## src/rtl/sram1rw_req_adapter.sv

```systemverilog
// Request front end for a single-port SRAM1RW1024x38 macro: post-reset scrub,
// valid/ready request conversion to active-low strobes, and a credit-managed read response FIFO.
module sram1rw_req_adapter #(
   parameter int ADDR_W    = 10,
   parameter int DATA_W    = 38,
   parameter int DEPTH     = 1024,
   parameter int RSP_DEPTH = 3,
   parameter int INIT_EN   = 1,
   parameter logic [DATA_W-1:0] INIT_VALUE = '0
) (
   input  logic              i_clock,
   input  logic              i_reset,
   input  logic              i_req_valid,
   output logic              o_req_ready,
   input  logic              i_req_we,
   input  logic [ADDR_W-1:0] i_req_addr,
   input  logic [DATA_W-1:0] i_req_wdata,
   output logic              o_rsp_valid,
   input  logic              i_rsp_ready,
   output logic [DATA_W-1:0] o_rsp_rdata,
   output logic              o_init_done,
   output logic [ADDR_W-1:0] o_mem_a,
   output logic [DATA_W-1:0] o_mem_i,
   output logic              o_mem_csb,
   output logic              o_mem_web,
   output logic              o_mem_oeb,
   input  logic [DATA_W-1:0] i_mem_o
);

   localparam int PTR_W = (RSP_DEPTH > 1) ? $clog2(RSP_DEPTH) : 1;
   localparam int CNT_W = $clog2(RSP_DEPTH + 1);
   localparam logic [CNT_W:0]    CREDITS  = RSP_DEPTH[CNT_W:0];
   localparam logic [PTR_W-1:0]  PTR_LAST = PTR_W'(RSP_DEPTH - 1);
   localparam logic [ADDR_W-1:0] CNT_LAST = ADDR_W'(DEPTH - 1);

   typedef enum logic {S_INIT, S_RUN} state_t;
   localparam state_t RST_STATE = (INIT_EN != 0) ? S_INIT : S_RUN;

   state_t              r_state;
   state_t              w_state_nxt;
   logic [ADDR_W-1:0]   r_cnt;
   logic                r_init_done;
   logic                r_rd_pend;
   logic [ADDR_W-1:0]   r_a_hold;
   logic [DATA_W-1:0]   r_i_hold;
   logic [DATA_W-1:0]   r_fifo [RSP_DEPTH];
   logic [PTR_W-1:0]    r_wr_ptr;
   logic [PTR_W-1:0]    r_rd_ptr;
   logic [CNT_W-1:0]    r_count;
   logic [CNT_W:0]      w_used;
   logic                w_ready;
   logic                w_fire;
   logic                w_push;
   logic                w_pop;

   // Credits cover both stored responses and the read whose data is still on mem_o.
   assign w_used  = {1'b0, r_count} + {{CNT_W{1'b0}}, r_rd_pend};
   assign w_ready = !i_reset && (r_state == S_RUN) && (w_used < CREDITS);
   assign w_fire  = i_req_valid && w_ready;
   assign w_push  = r_rd_pend;
   assign w_pop   = i_rsp_ready && (r_count != '0);

   assign o_req_ready = w_ready;
   assign o_rsp_valid = (r_count != '0);
   assign o_rsp_rdata = r_fifo[r_rd_ptr];
   assign o_init_done = r_init_done;

   always_ff @(posedge i_clock or posedge i_reset) begin
      if (i_reset) r_state <= RST_STATE;
      else         r_state <= w_state_nxt;
   end

   always_comb begin
      w_state_nxt = r_state;
      o_mem_csb   = 1'b1;
      o_mem_web   = 1'b1;
      o_mem_oeb   = 1'b1;
      o_mem_a     = r_a_hold;
      o_mem_i     = r_i_hold;
      if (!i_reset) begin
         case (r_state)
            S_INIT: begin
               o_mem_csb = 1'b0;
               o_mem_web = 1'b0;
               o_mem_a   = r_cnt;
               o_mem_i   = INIT_VALUE;
               if (r_cnt == CNT_LAST) w_state_nxt = S_RUN;
            end
            S_RUN: begin
               if (w_fire) begin
                  o_mem_csb = 1'b0;
                  o_mem_a   = i_req_addr;
                  if (i_req_we) begin
                     o_mem_web = 1'b0;
                     o_mem_i   = i_req_wdata;
                  end else begin
                     o_mem_oeb = 1'b0;
                  end
               end
            end
            default: w_state_nxt = RST_STATE;
         endcase
      end
   end

   always_ff @(posedge i_clock or posedge i_reset) begin
      if (i_reset) begin
         r_cnt       <= '0;
         r_init_done <= 1'b0;
         r_rd_pend   <= 1'b0;
         r_a_hold    <= '0;
         r_i_hold    <= '0;
         r_wr_ptr    <= '0;
         r_rd_ptr    <= '0;
         r_count     <= '0;
      end else begin
         if (r_state == S_INIT) r_cnt <= r_cnt + ADDR_W'(1);
         r_init_done <= r_init_done | (r_state == S_RUN);
         r_rd_pend   <= w_fire && !i_req_we;
         if (!o_mem_csb) r_a_hold <= o_mem_a;
         if (!o_mem_csb && !o_mem_web) r_i_hold <= o_mem_i;
         if (w_push) r_wr_ptr <= (r_wr_ptr == PTR_LAST) ? '0 : r_wr_ptr + PTR_W'(1);
         if (w_pop)  r_rd_ptr <= (r_rd_ptr == PTR_LAST) ? '0 : r_rd_ptr + PTR_W'(1);
         case ({w_push, w_pop})
            2'b10:   r_count <= r_count + CNT_W'(1);
            2'b01:   r_count <= r_count - CNT_W'(1);
            default: r_count <= r_count;
         endcase
      end
   end

   // Macro output is valid for exactly the cycle after the read strobe.
   always_ff @(posedge i_clock) begin
      if (w_push) r_fifo[r_wr_ptr] <= i_mem_o;
   end

   a_credit: assert property (@(posedge i_clock) disable iff (i_reset) w_used <= CREDITS);

endmodule
```

## config.mk

```make
export PLATFORM = sky130hd
export DESIGN_NAME = sram1rw_req_adapter
export DESIGN_NICKNAME = d
export VERILOG_FILES = /design/src/rtl/sram1rw_req_adapter.sv
export SDC_FILE = /design/constraint.sdc
export NUM_CORES = 1
export LEC_CHECK = 0
export BUFFER_PORTS_ARGS = -buffer_cell sky130_fd_sc_hd__buf_2
export CAP_MARGIN = 10
export CORE_ASPECT_RATIO = 1.2
export CORE_MARGIN = 1.5
export CORE_UTILIZATION = 30
export CTS_CLUSTER_DIAMETER = 50
export DETAILED_ROUTE_END_ITERATION = 16
export PLACE_DENSITY_LB_ADDON = 0.08
export SKIP_LAST_GASP = 1
export SLEW_MARGIN = 20
export SYNTH_ARGS = -nofsm -noshare
export SYNTH_HDL_FRONTEND = slang
export SYNTH_SLANG_ARGS = --single-unit
export TNS_END_PERCENT = 50
```

## constraint.sdc

```tcl
create_clock -name i_clock -period 7.4 [get_ports i_clock]
set_clock_uncertainty 0.05 [all_clocks]
set_input_delay 1.85 -clock i_clock [delete_from_list [all_inputs] [get_ports i_clock]]
set_output_delay 1.85 -clock i_clock [all_outputs]
set_load 0.03 [all_outputs]
```

==> results.txt <==
The run finished with clean final reports. The number of optimization iterations in the first detailed-route pass came out at 5. The via count of the first global-routing pass was ~5,700. The worst setup path is captured at an output pin. The number of distinct library cells after synthesis came out at 38. The routed via count divided by cell count came out at slightly above 5. The maximum fanout encountered on the critical timing path came out at 77. The critical path class is in2out. After detailed routing, the total wire length is 19.10 mm. The worst-skew pair later-pin latency is 0.43 ns. STA classifies the critical path startpoint as an input pin. Across the VDD grid, the largest voltage drop is 0.0001420 V. Among all flip-flop cells after synthesis, the most frequent one is sky130_fd_sc_hd__edfxtp_1. The arrival time of the worst setup path came out at 4.20 ns. The portion of synthesized area spent on multiplexers is 0.04891. The number of clock buffers inserted by TritonCTS came out at 17. During placement, the flow inserted port buffers numbering 182. The average cell area after synthesis came out at 12.83 µm².

The cell row count came out at 65. The share of synthesized registers carrying an async set or reset came out at 0.3702. The final setup violation count came out at 0. The DRC violation count after routing is 0. The post-layout total power is around 2.7 mW. The wire length per cell is roughly 17 µm. The via count of the routed design came out at 5,728. Of the total synthesized cell area, the portion taken by AND, OR, NAND and NOR gates is 0.09470. Clock-pin slew was measured on the worst setup and hold paths at 0.06 ns. The maximum level of the CTS H-tree is 4. The minimum setup slack among reg-to-reg paths came out at 4.47 ns. The global placement routability congestion is 0.7726. The number of gates resized after CTS came out at 0. The post-cts hold buffer count is 0. The compound-gate portion of the synthesized area came out at 0.1650. The die boundary height is 182.0 µm.

The slew at the pin closest to its max-slew limit is 0.7570 ns. Of the cells placed in the final design, the portion with a size suffix greater than 1 is 0.2946. The sequential-to-total area share from yosys stat is 0.6370. The parity-gate share of the synthesized area counting xor and xnor cells is 0.01313. The root buffer cell chosen for the clock tree is sky130_fd_sc_hd__clkbuf_16. TritonCTS built the clock tree. Setup repair after global routing left no endpoint under its margin.

After synthesis, the cell types taking the most area are sky130_fd_sc_hd__edfxtp_1, sky130_fd_sc_hd__dfrtp_1, sky130_fd_sc_hd__a221o_1. The placeable core region came out at 0.02627 mm². The total of max-cap violations is 0. The ratio of total power to cell area came out at between 200 and 300 mW/mm².

The clock sink total came out at 181. The first global-routing pass estimated 30.44 mm of wire. The number of antenna violations at the first check in global routing is 0. The register bit count reported by yosys is 181. The total global-route track usage is 0.1387.

The clock passes through at most 2 buffers. In this run the worst hold path is classified as reg2reg. The width of the die is 152.1 µm. The post-synthesis adder-cell area fraction is 0.006251. The commonest cells after synthesis are sky130_fd_sc_hd__edfxtp_1, sky130_fd_sc_hd__nand2_1, sky130_fd_sc_hd__a221o_1. The antenna violation net count after detailed routing is 0. STA puts the critical path data required time at 5.50 ns.

The number of cells produced by synthesis is 624. The number of nets in the synthesized netlist is 719. The I/O pin count is 183.

The share of synthesized area in the top cell type comes to 0.4276. The worst pin sits at a relative slew slack of 0.4953. The leakage dissipation is approximately 4.0 nW. The final-layout setup total negative slack is 0 ns. The hold violation count in the final report came out at 0. The biggest area contributor in the post-synthesis netlist is sky130_fd_sc_hd__edfxtp_1. The effective utilization at floorplan came out at 0.3048.

The HPWL after detailed placement is 11.63 mm. The detailed router finished its first iteration with 360 violations. The total congestion overflow after global routing is 0. The final instance count without filler cells is around 1,100. After synthesis, the largest family of logic cells by area is compound AO/OA/AOI/OAI gates.

For this run, the top clock speed supported by timing is 163.9 MHz. The number of max-slew violations in the final report is 0. The final period demand of the worst path is 6.101 ns.

The repair_antennas step left the layout with diodes totalling 0. The pin count of the biggest net entering global routing came out at 80. The most repeated cell in the gate-level netlist after synthesis is sky130_fd_sc_hd__edfxtp_1. Yosys printed 0 warnings. The number of synthesized flops with an enable pin is 114. The cell area after synthesis came out at 0.008006 mm². Relative to the synthesized area, the layout overhead comes to 21.66%. The final net count is 874.

In this run, placement finished with an instance count of 1,095. The post-route clock period utilization is 0.8245. The number of buffers added for setup after CTS came out at 0.

The die covers 0.02768 mm².
[worst max-delay path, cell delays in order]
cell                      delay [ns]
sky130_fd_sc_hd__buf_2          0.36
sky130_fd_sc_hd__and4b_4        0.66
sky130_fd_sc_hd__and2_2         0.22
sky130_fd_sc_hd__buf_4          0.58
sky130_fd_sc_hd__a221o_1        0.27
sky130_fd_sc_hd__buf_2          0.20
[state kept, by name, indices dropped and copies added, names as in the netlist]
register     cells
r_fifo         114
r_i_hold        38
r_a_hold        10
r_cnt           10
r_count          2
r_rd_ptr         2
r_wr_ptr         2
o_init_done      1
r_rd_pend        1
r_state          1
[metrics by stage]
| stage | area (µm²) | hold WS [ns] | setup slack [ns] | utilization |
|---|---|---|---|---|
| 2_1_floorplan | 8006 | 0.4099 | 0.09978 | - |
| 5_1_grt | 9741 | 0.4507 | 1.170 | 0.3708 |
| 4_1_cts | 9737 | 0.4211 | 1.318 | 0.3707 |
| 6_report | 9741 | 0.4195 | 1.299 | 0.3708 |
| 3_5_place_dp | 9176 | 0.3962 | 1.337 | 0.3493 |
| 3_3_place_gp | 9176 | 0.3967 | 1.355 | 0.3493 |
[final timing paths]
| kind | startpoint | to | cells past startpoint |
|---|---|---|---|
| max | i_req_valid | o_mem_i[29] | 6 |
| min reg2reg | o_init_done | o_init_done | 1 |
| min in group asynchronous | i_reset | r_a_hold[8] | 2 |
| max in group asynchronous | i_reset | r_rd_ptr[0] | 3 |
| min | o_init_done | o_init_done | 1 |
| max reg2reg | r_count[0] | r_i_hold[14] | 7 |
[cells in the final DEF (no fill, tap or decap), types with 13 or more instances in the layout]
cell type and instances:
sky130_fd_sc_hd__buf_2 182, sky130_fd_sc_hd__a21oi_1 36, sky130_fd_sc_hd__edfxtp_1 114, sky130_fd_sc_hd__mux2i_1 38
sky130_fd_sc_hd__clkbuf_16 17, sky130_fd_sc_hd__a221o_1 72, sky130_fd_sc_hd__nand2_1 82, sky130_fd_sc_hd__nor3b_1 21
sky130_fd_sc_hd__nand4_1 13, sky130_fd_sc_hd__o21ai_0 40, sky130_fd_sc_hd__dfrtp_1 64
[where the power goes]
group / switching (mW) / leakage (nW) / total, mW / internal [mW]
Combinational: 0.480 / 1.80 / 0.681 / 0.202
Sequential: 0.0258 / 1.91 / 1.12 / 1.09
Clock: 0.383 / 0.260 / 0.876 / 0.493
Total: 0.888 / 3.97 / 2.67 / 1.79
[routing by layer]
layer,vias up,part of all wire,global-route usage
met3,16,0.053,0.03317
met1,2789,0.46,0.1847
met4,0,0.012,0.04388
met5,-,0,0
li1,2720,-,-
met2,203,0.48,0.2230
[cell type report]
class	count	area [µm²]
clock buffers	18	429.2
repair buffers	191	978.4
fillers	2604	16530
multi-input cells	383	2659
inverters	5	20.02
clock inverters	13	131.4
well taps	335	419.2
flip-flops and latches	181	5104
[kinds of logic (layout without fill, tap and decap cells)]
group / count (synthesis) / in the layout
buffers and inverters: 60 / 227
XOR/XNOR: 12 / 12
adder cells (fa/ha/maj): 4 / 4
flip-flops: 181 / 181
multiplexers: 39 / 39
AND/OR/NAND/NOR: 149 / 149
AO/OA/AOI/OAI: 179 / 179
Power figures use the tool's default switching activity.
